**src/rtl/vga_timing_pkg.sv**
```systemverilog
// Shared constants, types and helpers for the raster timing generator.
package vga_timing_pkg;

    // 640x480@60 mode (25.175 MHz nominal pixel clock)
    localparam int unsigned DEF_H_ACTIVE = 640;
    localparam int unsigned DEF_H_FP     = 16;
    localparam int unsigned DEF_H_SYNC   = 96;
    localparam int unsigned DEF_H_BP     = 48;
    localparam int unsigned DEF_V_ACTIVE = 480;
    localparam int unsigned DEF_V_FP     = 10;
    localparam int unsigned DEF_V_SYNC   = 2;
    localparam int unsigned DEF_V_BP     = 33;

    // Asserted level of a sync output
    localparam bit POL_ACTIVE_LOW  = 1'b0;
    localparam bit POL_ACTIVE_HIGH = 1'b1;

    // Sync bundle carried through the alignment delay line
    typedef struct packed {
        logic hs;
        logic vs;
        logic de;
    } sync_t;

    localparam int unsigned SYNC_W = $bits(sync_t);

    function automatic int unsigned h_total(input int unsigned active, input int unsigned fp,
                                            input int unsigned sync_w, input int unsigned bp);
        return active + fp + sync_w + bp;
    endfunction

    function automatic int unsigned v_total(input int unsigned active, input int unsigned fp,
                                            input int unsigned sync_w, input int unsigned bp);
        return active + fp + sync_w + bp;
    endfunction

endpackage

```
**src/rtl/vga_timing_gen_if.sv**
```systemverilog
// Video timing bundle: coordinates, frame markers and delayed sync/data-enable.
interface vga_timing_gen_if #(
    parameter int COORD_W = 11,
    parameter int FRAME_W = 16
);
    logic [COORD_W-1:0] x_coord;
    logic [COORD_W-1:0] y_coord;
    logic               coord_valid;
    logic               line_start;
    logic               frame_start;
    logic [FRAME_W-1:0] frame_cnt;
    logic               hs;
    logic               vs;
    logic               de;

    modport master (
        output x_coord, y_coord, coord_valid, line_start, frame_start, frame_cnt, hs, vs, de
    );

    modport slave (
        input  x_coord, y_coord, coord_valid, line_start, frame_start, frame_cnt, hs, vs, de
    );
endinterface

```
**src/rtl/vga_sync_delay.sv**
```systemverilog
// Pixel-enable gated shift register that aligns sync/data-enable with pixel data.
// DEPTH=0 degenerates to a wire.
module vga_sync_delay #(
    parameter int unsigned     WIDTH = 3,
    parameter int unsigned     DEPTH = 2,
    parameter logic [WIDTH-1:0] INIT  = '0
) (
    input  logic             clk,
    input  logic             rst_n,
    input  logic             ce_i,
    input  logic [WIDTH-1:0] din_i,
    output logic [WIDTH-1:0] dout_o
);

    if (DEPTH == 0) begin : g_bypass
        logic unused_ok;
        assign unused_ok = ^{clk, rst_n, ce_i};
        assign dout_o    = din_i;
    end else begin : g_shift
        logic [WIDTH-1:0] stage_q [DEPTH];

        // Shift one stage per pixel enable
        // NOTE: the stages are reset (not left X) because their contents drive
        // hs/vs/de directly; a few flops of reset is cheap against a glitching sync.
        always_ff @(posedge clk or negedge rst_n) begin
            if (!rst_n) begin
                for (int i = 0; i < DEPTH; i++) stage_q[i] <= INIT;
            end else if (ce_i) begin
                stage_q[0] <= din_i;
                for (int i = 1; i < DEPTH; i++) stage_q[i] <= stage_q[i-1];
            end
        end

        assign dout_o = stage_q[DEPTH-1];
    end

endmodule

```
**src/rtl/vga_timing_gen.sv**
```systemverilog
// Parametrised raster timing generator: counters, registered coordinate stage,
// and a delayed sync stage aligned to a PIPE_DLY-deep pixel fetch pipeline.
module vga_timing_gen
    import vga_timing_pkg::*;
#(
    parameter int unsigned H_ACTIVE = DEF_H_ACTIVE,
    parameter int unsigned H_FP     = DEF_H_FP,
    parameter int unsigned H_SYNC   = DEF_H_SYNC,
    parameter int unsigned H_BP     = DEF_H_BP,
    parameter int unsigned V_ACTIVE = DEF_V_ACTIVE,
    parameter int unsigned V_FP     = DEF_V_FP,
    parameter int unsigned V_SYNC   = DEF_V_SYNC,
    parameter int unsigned V_BP     = DEF_V_BP,
    parameter bit          HS_POL   = POL_ACTIVE_LOW,
    parameter bit          VS_POL   = POL_ACTIVE_LOW,
    parameter int unsigned PIPE_DLY = 2,
    parameter int unsigned COORD_W  = 11,
    parameter int unsigned FRAME_W  = 16
) (
    input  logic             clk_25mhz,
    input  logic             rst_n,
    input  logic             ce,
    vga_timing_gen_if.master vid
);

    localparam int unsigned H_TOTAL = h_total(H_ACTIVE, H_FP, H_SYNC, H_BP);
    localparam int unsigned V_TOTAL = v_total(V_ACTIVE, V_FP, V_SYNC, V_BP);

    typedef logic [COORD_W-1:0] coord_t;

    localparam coord_t H_LAST   = coord_t'(H_TOTAL - 1);
    localparam coord_t V_LAST   = coord_t'(V_TOTAL - 1);
    localparam coord_t H_ACT    = coord_t'(H_ACTIVE);
    localparam coord_t V_ACT    = coord_t'(V_ACTIVE);
    localparam coord_t HS_FIRST = coord_t'(H_ACTIVE + H_FP);
    localparam coord_t HS_LAST  = coord_t'(H_ACTIVE + H_FP + H_SYNC - 1);
    localparam coord_t VS_FIRST = coord_t'(V_ACTIVE + V_FP);
    localparam coord_t VS_LAST  = coord_t'(V_ACTIVE + V_FP + V_SYNC - 1);

    localparam sync_t SYNC_IDLE = '{hs: ~HS_POL, vs: ~VS_POL, de: 1'b0};

    if (longint'(H_TOTAL) - 1 >= (longint'(1) << COORD_W)) begin : g_h_range_err
        $error("vga_timing_gen: H_TOTAL-1 does not fit in COORD_W bits");
    end
    if (longint'(V_TOTAL) - 1 >= (longint'(1) << COORD_W)) begin : g_v_range_err
        $error("vga_timing_gen: V_TOTAL-1 does not fit in COORD_W bits");
    end

    // h_q/v_q hold the position the next pixel enable presents to the outputs.
    coord_t             h_q, h_d, v_q, v_d;
    logic               h_wrap, v_wrap;
    logic               started_q;
    logic [FRAME_W-1:0] frame_cnt_q;
    coord_t             x_q, y_q;
    logic               valid_q, line_start_q, frame_start_q;
    logic               in_active;
    sync_t              sync_raw, sync_raw_q, sync_dly;

    // Raster position advance: h wraps at end of line, v steps only on that wrap
    // NOTE: every variable gets a value before any condition so no latch is inferred.
    always_comb begin
        h_wrap = (h_q == H_LAST);
        v_wrap = (v_q == V_LAST);
        h_d    = h_wrap ? '0 : h_q + 1'b1;
        v_d    = v_q;
        if (h_wrap) v_d = v_wrap ? '0 : v_q + 1'b1;
    end

    // Region decode of the current position into active area and raw syncs
    always_comb begin
        in_active   = (h_q < H_ACT) && (v_q < V_ACT);
        sync_raw.hs = (h_q >= HS_FIRST && h_q <= HS_LAST) ? HS_POL : ~HS_POL;
        sync_raw.vs = (v_q >= VS_FIRST && v_q <= VS_LAST) ? VS_POL : ~VS_POL;
        sync_raw.de = in_active;
    end

    // Counters and completed-frame count, advancing only on pixel enable
    // NOTE: non-blocking assignments keep every flop sampling pre-edge values.
    always_ff @(posedge clk_25mhz or negedge rst_n) begin
        if (!rst_n) begin
            h_q         <= '0;
            v_q         <= '0;
            started_q   <= 1'b0;
            frame_cnt_q <= '0;
        end else if (ce) begin
            h_q       <= h_d;
            v_q       <= v_d;
            started_q <= 1'b1;
            if (h_wrap && v_wrap) frame_cnt_q <= frame_cnt_q + 1'b1;
        end
    end

    // Coordinate stage and raw sync register; markers pulse for one clock per enable,
    // and never for the position presented straight out of reset
    always_ff @(posedge clk_25mhz or negedge rst_n) begin
        if (!rst_n) begin
            x_q           <= '0;
            y_q           <= '0;
            valid_q       <= 1'b0;
            line_start_q  <= 1'b0;
            frame_start_q <= 1'b0;
            sync_raw_q    <= SYNC_IDLE;
        end else begin
            line_start_q  <= ce && started_q && (h_q == '0);
            frame_start_q <= ce && started_q && (h_q == '0) && (v_q == '0);
            if (ce) begin
                valid_q    <= in_active;
                x_q        <= in_active ? h_q : '0;
                y_q        <= in_active ? v_q : '0;
                sync_raw_q <= sync_raw;
            end
        end
    end

    vga_sync_delay #(
        .WIDTH (SYNC_W),
        .DEPTH (PIPE_DLY),
        .INIT  (SYNC_IDLE)
    ) u_sync_delay (
        .clk    (clk_25mhz),
        .rst_n  (rst_n),
        .ce_i   (ce),
        .din_i  (sync_raw_q),
        .dout_o (sync_dly)
    );

    assign vid.x_coord     = x_q;
    assign vid.y_coord     = y_q;
    assign vid.coord_valid = valid_q;
    assign vid.line_start  = line_start_q;
    assign vid.frame_start = frame_start_q;
    assign vid.frame_cnt   = frame_cnt_q;
    assign vid.hs          = sync_dly.hs;
    assign vid.vs          = sync_dly.vs;
    assign vid.de          = sync_dly.de;

endmodule

```
**src/flat_wrapper.sv**
```systemverilog
// flat-port wrapper written by rule: the top's interface ports become plain ports
module vga_timing_gen_flat import vga_timing_pkg::*;
#(
    parameter int unsigned H_ACTIVE = DEF_H_ACTIVE,
    parameter int unsigned H_FP     = DEF_H_FP,
    parameter int unsigned H_SYNC   = DEF_H_SYNC,
    parameter int unsigned H_BP     = DEF_H_BP,
    parameter int unsigned V_ACTIVE = DEF_V_ACTIVE,
    parameter int unsigned V_FP     = DEF_V_FP,
    parameter int unsigned V_SYNC   = DEF_V_SYNC,
    parameter int unsigned V_BP     = DEF_V_BP,
    parameter bit          HS_POL   = POL_ACTIVE_LOW,
    parameter bit          VS_POL   = POL_ACTIVE_LOW,
    parameter int unsigned PIPE_DLY = 2,
    parameter int unsigned COORD_W  = 11,
    parameter int unsigned FRAME_W  = 16
)
  (clk_25mhz, rst_n, ce, vid_x_coord, vid_y_coord, vid_coord_valid, vid_line_start, vid_frame_start, vid_frame_cnt, vid_hs, vid_vs, vid_de);
  vga_timing_gen_if #(.COORD_W(COORD_W), .FRAME_W(FRAME_W)) vid_i ();
  input  logic clk_25mhz;
  input  logic rst_n;
  input  logic ce;
  output wire logic [$bits(vid_i.x_coord)-1:0] vid_x_coord;
  output wire logic [$bits(vid_i.y_coord)-1:0] vid_y_coord;
  output wire logic [$bits(vid_i.coord_valid)-1:0] vid_coord_valid;
  output wire logic [$bits(vid_i.line_start)-1:0] vid_line_start;
  output wire logic [$bits(vid_i.frame_start)-1:0] vid_frame_start;
  output wire logic [$bits(vid_i.frame_cnt)-1:0] vid_frame_cnt;
  output wire logic [$bits(vid_i.hs)-1:0] vid_hs;
  output wire logic [$bits(vid_i.vs)-1:0] vid_vs;
  output wire logic [$bits(vid_i.de)-1:0] vid_de;
  assign vid_x_coord = vid_i.x_coord;
  assign vid_y_coord = vid_i.y_coord;
  assign vid_coord_valid = vid_i.coord_valid;
  assign vid_line_start = vid_i.line_start;
  assign vid_frame_start = vid_i.frame_start;
  assign vid_frame_cnt = vid_i.frame_cnt;
  assign vid_hs = vid_i.hs;
  assign vid_vs = vid_i.vs;
  assign vid_de = vid_i.de;
  vga_timing_gen #(.H_ACTIVE(H_ACTIVE), .H_FP(H_FP), .H_SYNC(H_SYNC), .H_BP(H_BP), .V_ACTIVE(V_ACTIVE), .V_FP(V_FP), .V_SYNC(V_SYNC), .V_BP(V_BP), .HS_POL(HS_POL), .VS_POL(VS_POL), .PIPE_DLY(PIPE_DLY), .COORD_W(COORD_W), .FRAME_W(FRAME_W)) u_core (.clk_25mhz(clk_25mhz), .rst_n(rst_n), .ce(ce), .vid(vid_i));
endmodule
```
**config.mk**
```make
export PLATFORM = sky130hd
export DESIGN_NAME = vga_timing_gen_flat
export DESIGN_NICKNAME = d
export VERILOG_FILES = /design/src/rtl/vga_timing_pkg.sv /design/src/rtl/vga_timing_gen_if.sv /design/src/rtl/vga_sync_delay.sv /design/src/rtl/vga_timing_gen.sv /design/src/flat_wrapper.sv
export SDC_FILE = /design/constraint.sdc
export NUM_CORES = 1
export LEC_CHECK = 0
export ABC_AREA = 1
export CAP_MARGIN = 30
export CORE_UTILIZATION = 55
export DETAILED_ROUTE_END_ITERATION = 10
export GPL_ROUTABILITY_DRIVEN = 0
export HOLD_SLACK_MARGIN = 0.08
export PLACE_DENSITY = 0.81
export SETUP_SLACK_MARGIN = 0.5
export SLEW_MARGIN = 20
export SYNTH_ARGS = -nofsm -noshare
export SYNTH_HDL_FRONTEND = slang
export SYNTH_SLANG_ARGS = --single-unit
```
**constraint.sdc**
```tcl
create_clock -name clk_25mhz -period 2 [get_ports clk_25mhz]
set_input_delay 0.3 -clock clk_25mhz [delete_from_list [all_inputs] [get_ports clk_25mhz]]
set_output_delay 0.3 -clock clk_25mhz [all_outputs]
set_load 0.005 [all_outputs]
```
==> results by group <==
CTS
  • Maximum buffer depth of the clock tree: 2
  • Num CTS Buffers: 9
  • Number of clock sinks: 72
  • Clock Latency Late Sink: 0.36 ns
  • Cell at the root of the clock tree: sky130_fd_sc_hd__clkbuf_8
  • H-tree levels: 3
  • TritonCTS clock tree: done
  • Worst-path clk slew: 0.08 ns

Drt
  • Number of design-rule violations left by the first detailed-router iteration: approximately 370
  • Ratio of routed vias to standard cells: around 5.5
  • Count of TritonRoute iterations in the first routing pass: 5
  • Post-Route WL: between 9 and 10 mm
  • Remaining number of nets flagged by the antenna check after routing: 0
  • DRC violations left: 0
  • Via count of the routed design: between 3k and 4k
  • Wire length per cell: roughly 15 um

Setup path
  • Critical path class: flop to flop
  • Series of cell instances along the critical path: inv_2 -> ha_2 -> inv_1 -> nor3_2 -> nand2_4 -> nor2_4 -> buf_12 -> nand3b_1 -> nand2_1
  • Worst reg-to-reg setup slack: around 0.45 ns
  • Worst-case reg-to-reg path depth: 9
  • Critical-path cell with the highest stage delay: sky130_fd_sc_hd__dfrtp_1
  • Maximum fanout count along the critical path: 8
  • Setup crit end: u_core.vid.frame_cnt[11]$_DFFE_PN0P_
  • Critical path origin: u_core.v_q[0]$_DFFE_PN0P_
  • Setup crit end kind: flop
  • CP max stage delay: 0.40 ns
  • Buffers and inverters on the worst path: 3
  • Data required time at the worst endpoint: 2.30 ns
  • Reg2reg end: u_core.vid.frame_cnt[11]$_DFFE_PN0P_
  • Critical register-to-register path startpoint: u_core.v_q[0]$_DFFE_PN0P_
  • Nature of the critical path startpoint: flop
  • Cell family with the largest share of critical-path delay: simple AND/OR/NAND/NOR gates
  • Endpoint arrival time on the critical path: around 1.9 ns
  • Number of stages on the worst setup path: 9

Global route
  • Wire length of the first global-routing pass: 15.5 mm
  • Number of global-route vias before repair: approximately 3.4k
  • GRT Util Overall: ~28%
  • Antenna violations before repair: 0
  • Pin count of the biggest net entering global routing: 73
  • Remaining Overflow, GRT: 0

Job
  • Maximum capacitance violations: 0

STA
  • Worst rel slew slack: a little over 70%
  • Final critical-path required period: 1.55 ns
  • Unrepaired setup endpoints after global routing: true
  • Top achievable clock speed: about 650 MHz
  • Post-route fraction of the period consumed by the critical path: approximately 77%
  • Hold Worst Slack: 0.465 ns
  • Actual slew at the worst max-slew pin: around 0.43 ns
  • Setup violations, final: 0
  • Clock Skew: approximately 0.011 ns
  • Endpoints failing hold: 0
  • Slack of the critical path: between 0.4 and 0.5 ns
  • Number of pins with negative max-slew slack in the final report: 0
  • Final sum of negative setup slack: 0 ns

Final layout
  • Number of fill cells in the layout: ~430
  • Post-route cell area: 4990 sq um
  • Most used cells in the layout excluding fill and tap cells: sky130_fd_sc_hd__nand2_1, sky130_fd_sc_hd__dfrtp_1, sky130_fd_sc_hd__buf_4
  • Core Util, Final: 78.1%
  • Signed area change from the synthesized netlist to the final layout: 36.0%
  • Most common cell after layout, fill and taps aside: sky130_fd_sc_hd__nand2_1
  • Total area of multi-input combinational cells: 1780 sq um
  • Area of all sequential standard cells: ~1800 sq um
  • Net count reported at finish: 580
  • Ant. Diodes: 0
  • Fraction of layout instances using a drive strength above 1: between 20% and 30%

Power and ir drop
  • Comb power frac: between 10% and 20%
  • Internal cell power: approximately 2.4 mW
  • Portion of total power attributed to the clock network: approximately 32%
  • Sequential share of power: roughly 50%
  • Switching Share: a little under a third
  • Maximum vdd drop: roughly 700 uV
  • Net switching power of the design: 1.15 mW
  • Leakage power total: between 2 and 3 nW
  • Power density normalized to cell area: 719 nW/um^2

Synthesis
  • Number of distinct standard cells referenced by the synthesized netlist: 30
  • Count of state elements after synthesis: between 70 and 80
  • Combined area of all synthesized cells: between 3000 and 4000 sq um
  • Warnings from Yosys: 0
  • Average size of a mapped cell: about 7.8 sq um
  • Number of instances in the synthesized netlist: between 400 and 500
  • Synthesized netlist net count: between 400 and 500
  • Post-synthesis sequential area ratio: 49.3%

Floorplan
  • Die X: 83.7 um
  • Starting Density: a little under three fifths
  • Die area: roughly 7000 sq um
  • Area inside the core boundary: ~6400 sq um
  • IO Count: between 40 and 50
  • Height of the chip: 83.7 um
  • Number of core rows: 29

Run status
  • Status: complete, no violations

Place
  • Total of buffers placed on input and output ports: 46
  • Placed Instance Area: around 4200 sq um
  • Post-detailed-placement half-perimeter wirelength: ~5.8 mm
  • Worst-case setup slack after placement: roughly 0.12 ns

Worst hold path
  • Hold/Removal Path Class: flop to flop
how the worst min path moves through the flow:
stage | startpoint | to | slack, ns | cells past startpoint
2_1_floorplan | rst_n | u_core.h_q[0]$_DFFE_PN0P_ | 0.004 | 0
3_3_place_gp | rst_n | u_core.vid.y_coord[4]$_DFFE_PN0P_ | 0.35 | 2
3_5_place_dp | rst_n | u_core.vid.y_coord[2]$_DFFE_PN0P_ | 0.35 | 2
4_1_cts | u_core.u_sync_delay.g_shift.stage_q[5]$_DFFE_PN1P_ | u_core.u_sync_delay.g_shift.stage_q[5]$_DFFE_PN1P_ | 0.47 | 2
5_1_grt | u_core.u_sync_delay.dout_o[2]$_DFFE_PN1P_ | u_core.u_sync_delay.dout_o[2]$_DFFE_PN1P_ | 0.48 | 2
6_report | u_core.u_sync_delay.g_shift.stage_q[5]$_DFFE_PN1P_ | u_core.u_sync_delay.g_shift.stage_q[5]$_DFFE_PN1P_ | 0.46 | 2
sequential cells by signal, summed over array words and instances (netlist names):
signal / flops
u_core.vid.coord_valid: 1
u_core.v_q: 11
u_core.vid.y_coord: 11
u_core.u_sync_delay.g_shift.stage_q: 3
u_core.u_sync_delay.dout_o: 3
u_core.started_q: 1
u_core.h_q: 11
u_core.vid.x_coord: 11
u_core.vid.line_start: 1
u_core.vid.frame_start: 1
u_core.sync_raw_q: 2
u_core.vid.frame_cnt: 16
metal layers:
layer  wire, um  global-route usage [%]
met5          0                       0
met4        281                    14.2
met3        616                    5.04
met2       4990                    46.2
met1       4020                    36.4
through the flow:
stage	std cells	power, mW
after floorplan	469	2.11
after global placement	588	2.29
after detailed placement	588	2.31
after CTS	643	3.52
after global routing	654	3.75
final	654	3.59
cells in the mapped netlist:
library cell	n	area share (%)
sky130_fd_sc_hd__o21bai_1	1	0.20
sky130_fd_sc_hd__nand3b_1	4	0.82
sky130_fd_sc_hd__o21ai_0	8	1.1
sky130_fd_sc_hd__nand2_1	145	15
sky130_fd_sc_hd__o21ai_1	25	3.4
sky130_fd_sc_hd__nand3_2	1	0.27
sky130_fd_sc_hd__xor2_1	5	1.2
sky130_fd_sc_hd__nor3_2	1	0.27
sky130_fd_sc_hd__nor2_2	3	0.51
sky130_fd_sc_hd__inv_1	49	5.0
sky130_fd_sc_hd__ha_1	5	1.7
sky130_fd_sc_hd__dfrtp_1	66	45
sky130_fd_sc_hd__nor3_1	18	2.5
sky130_fd_sc_hd__xnor2_1	3	0.72
sky130_fd_sc_hd__buf_2	6	0.82
sky130_fd_sc_hd__nand2_2	1	0.17
sky130_fd_sc_hd__nor2_4	4	1.2
sky130_fd_sc_hd__nand4_1	6	1.0
sky130_fd_sc_hd__nor2_8	1	0.55
sky130_fd_sc_hd__nand3_1	43	5.9
sky130_fd_sc_hd__clkbuf_1	3	0.31
sky130_fd_sc_hd__dfstp_2	6	4.3
sky130_fd_sc_hd__or2_2	1	0.17
sky130_fd_sc_hd__nand3_4	2	0.95
sky130_fd_sc_hd__buf_8	1	0.41
sky130_fd_sc_hd__nor2_1	44	4.5
sky130_fd_sc_hd__nor4_1	1	0.17
sky130_fd_sc_hd__a21oi_1	8	1.1
sky130_fd_sc_hd__buf_4	1	0.20
sky130_fd_sc_hd__inv_2	7	0.72
worst reg2reg max path: stages (launching register included):
cell                       delay (ns)
sky130_fd_sc_hd__dfrtp_1         0.40
sky130_fd_sc_hd__inv_2           0.06
sky130_fd_sc_hd__ha_2            0.19
sky130_fd_sc_hd__inv_1           0.07
sky130_fd_sc_hd__nor3_2          0.18
sky130_fd_sc_hd__nand2_4         0.15
sky130_fd_sc_hd__nor2_4          0.15
sky130_fd_sc_hd__buf_12          0.14
sky130_fd_sc_hd__nand3b_1        0.10
sky130_fd_sc_hd__nand2_1         0.07
layout make-up:
| cell class | instances | share of cell area (%) |
|---|---|---|
| repair buffers | 101 | 17.9 |
| multi-input cells | 332 | 35.7 |
| clock buffers | 12 | 2.91 |
| inverters | 56 | 4.21 |
| well taps | 77 | 1.93 |
| flip-flops and latches | 72 | 36.5 |
| clock inverters | 4 | 0.903 |
power by group through the flow:
stage                     Clock [mW]  Combinational, mW  Sequential, mW
after detailed placement           0              0.558            1.75
final                           1.16              0.687            1.74
after CTS                       1.16              0.633            1.73
after floorplan                    0              0.404            1.70
after global placement             0              0.545            1.74
after global routing            1.23              0.762            1.75
timing repair:
item / in CTS / in global routing
endpoints found under the setup margin: 65 / 56
pin swaps: 11 / 13
hold buffers: 1 / 0
resized for setup: 52 / 44
hold endpoints to repair: 66 / 0
cloned: 2 / 0
buffers inserted: 36 / 11
cell families after synthesis:
| family | count (synthesis) | share of synthesized area, % |
|---|---|---|
| and+or+nand+nor | 275 | 33.8 |
| adders and majority gates | 5 | 1.71 |
| buffers and inverters | 67 | 7.47 |
| DFF | 72 | 49.3 |
| xor gates and xnor gates | 8 | 1.91 |
| AOI/OAI and AO/OA | 42 | 5.80 |
Power figures use the tool's default switching activity.
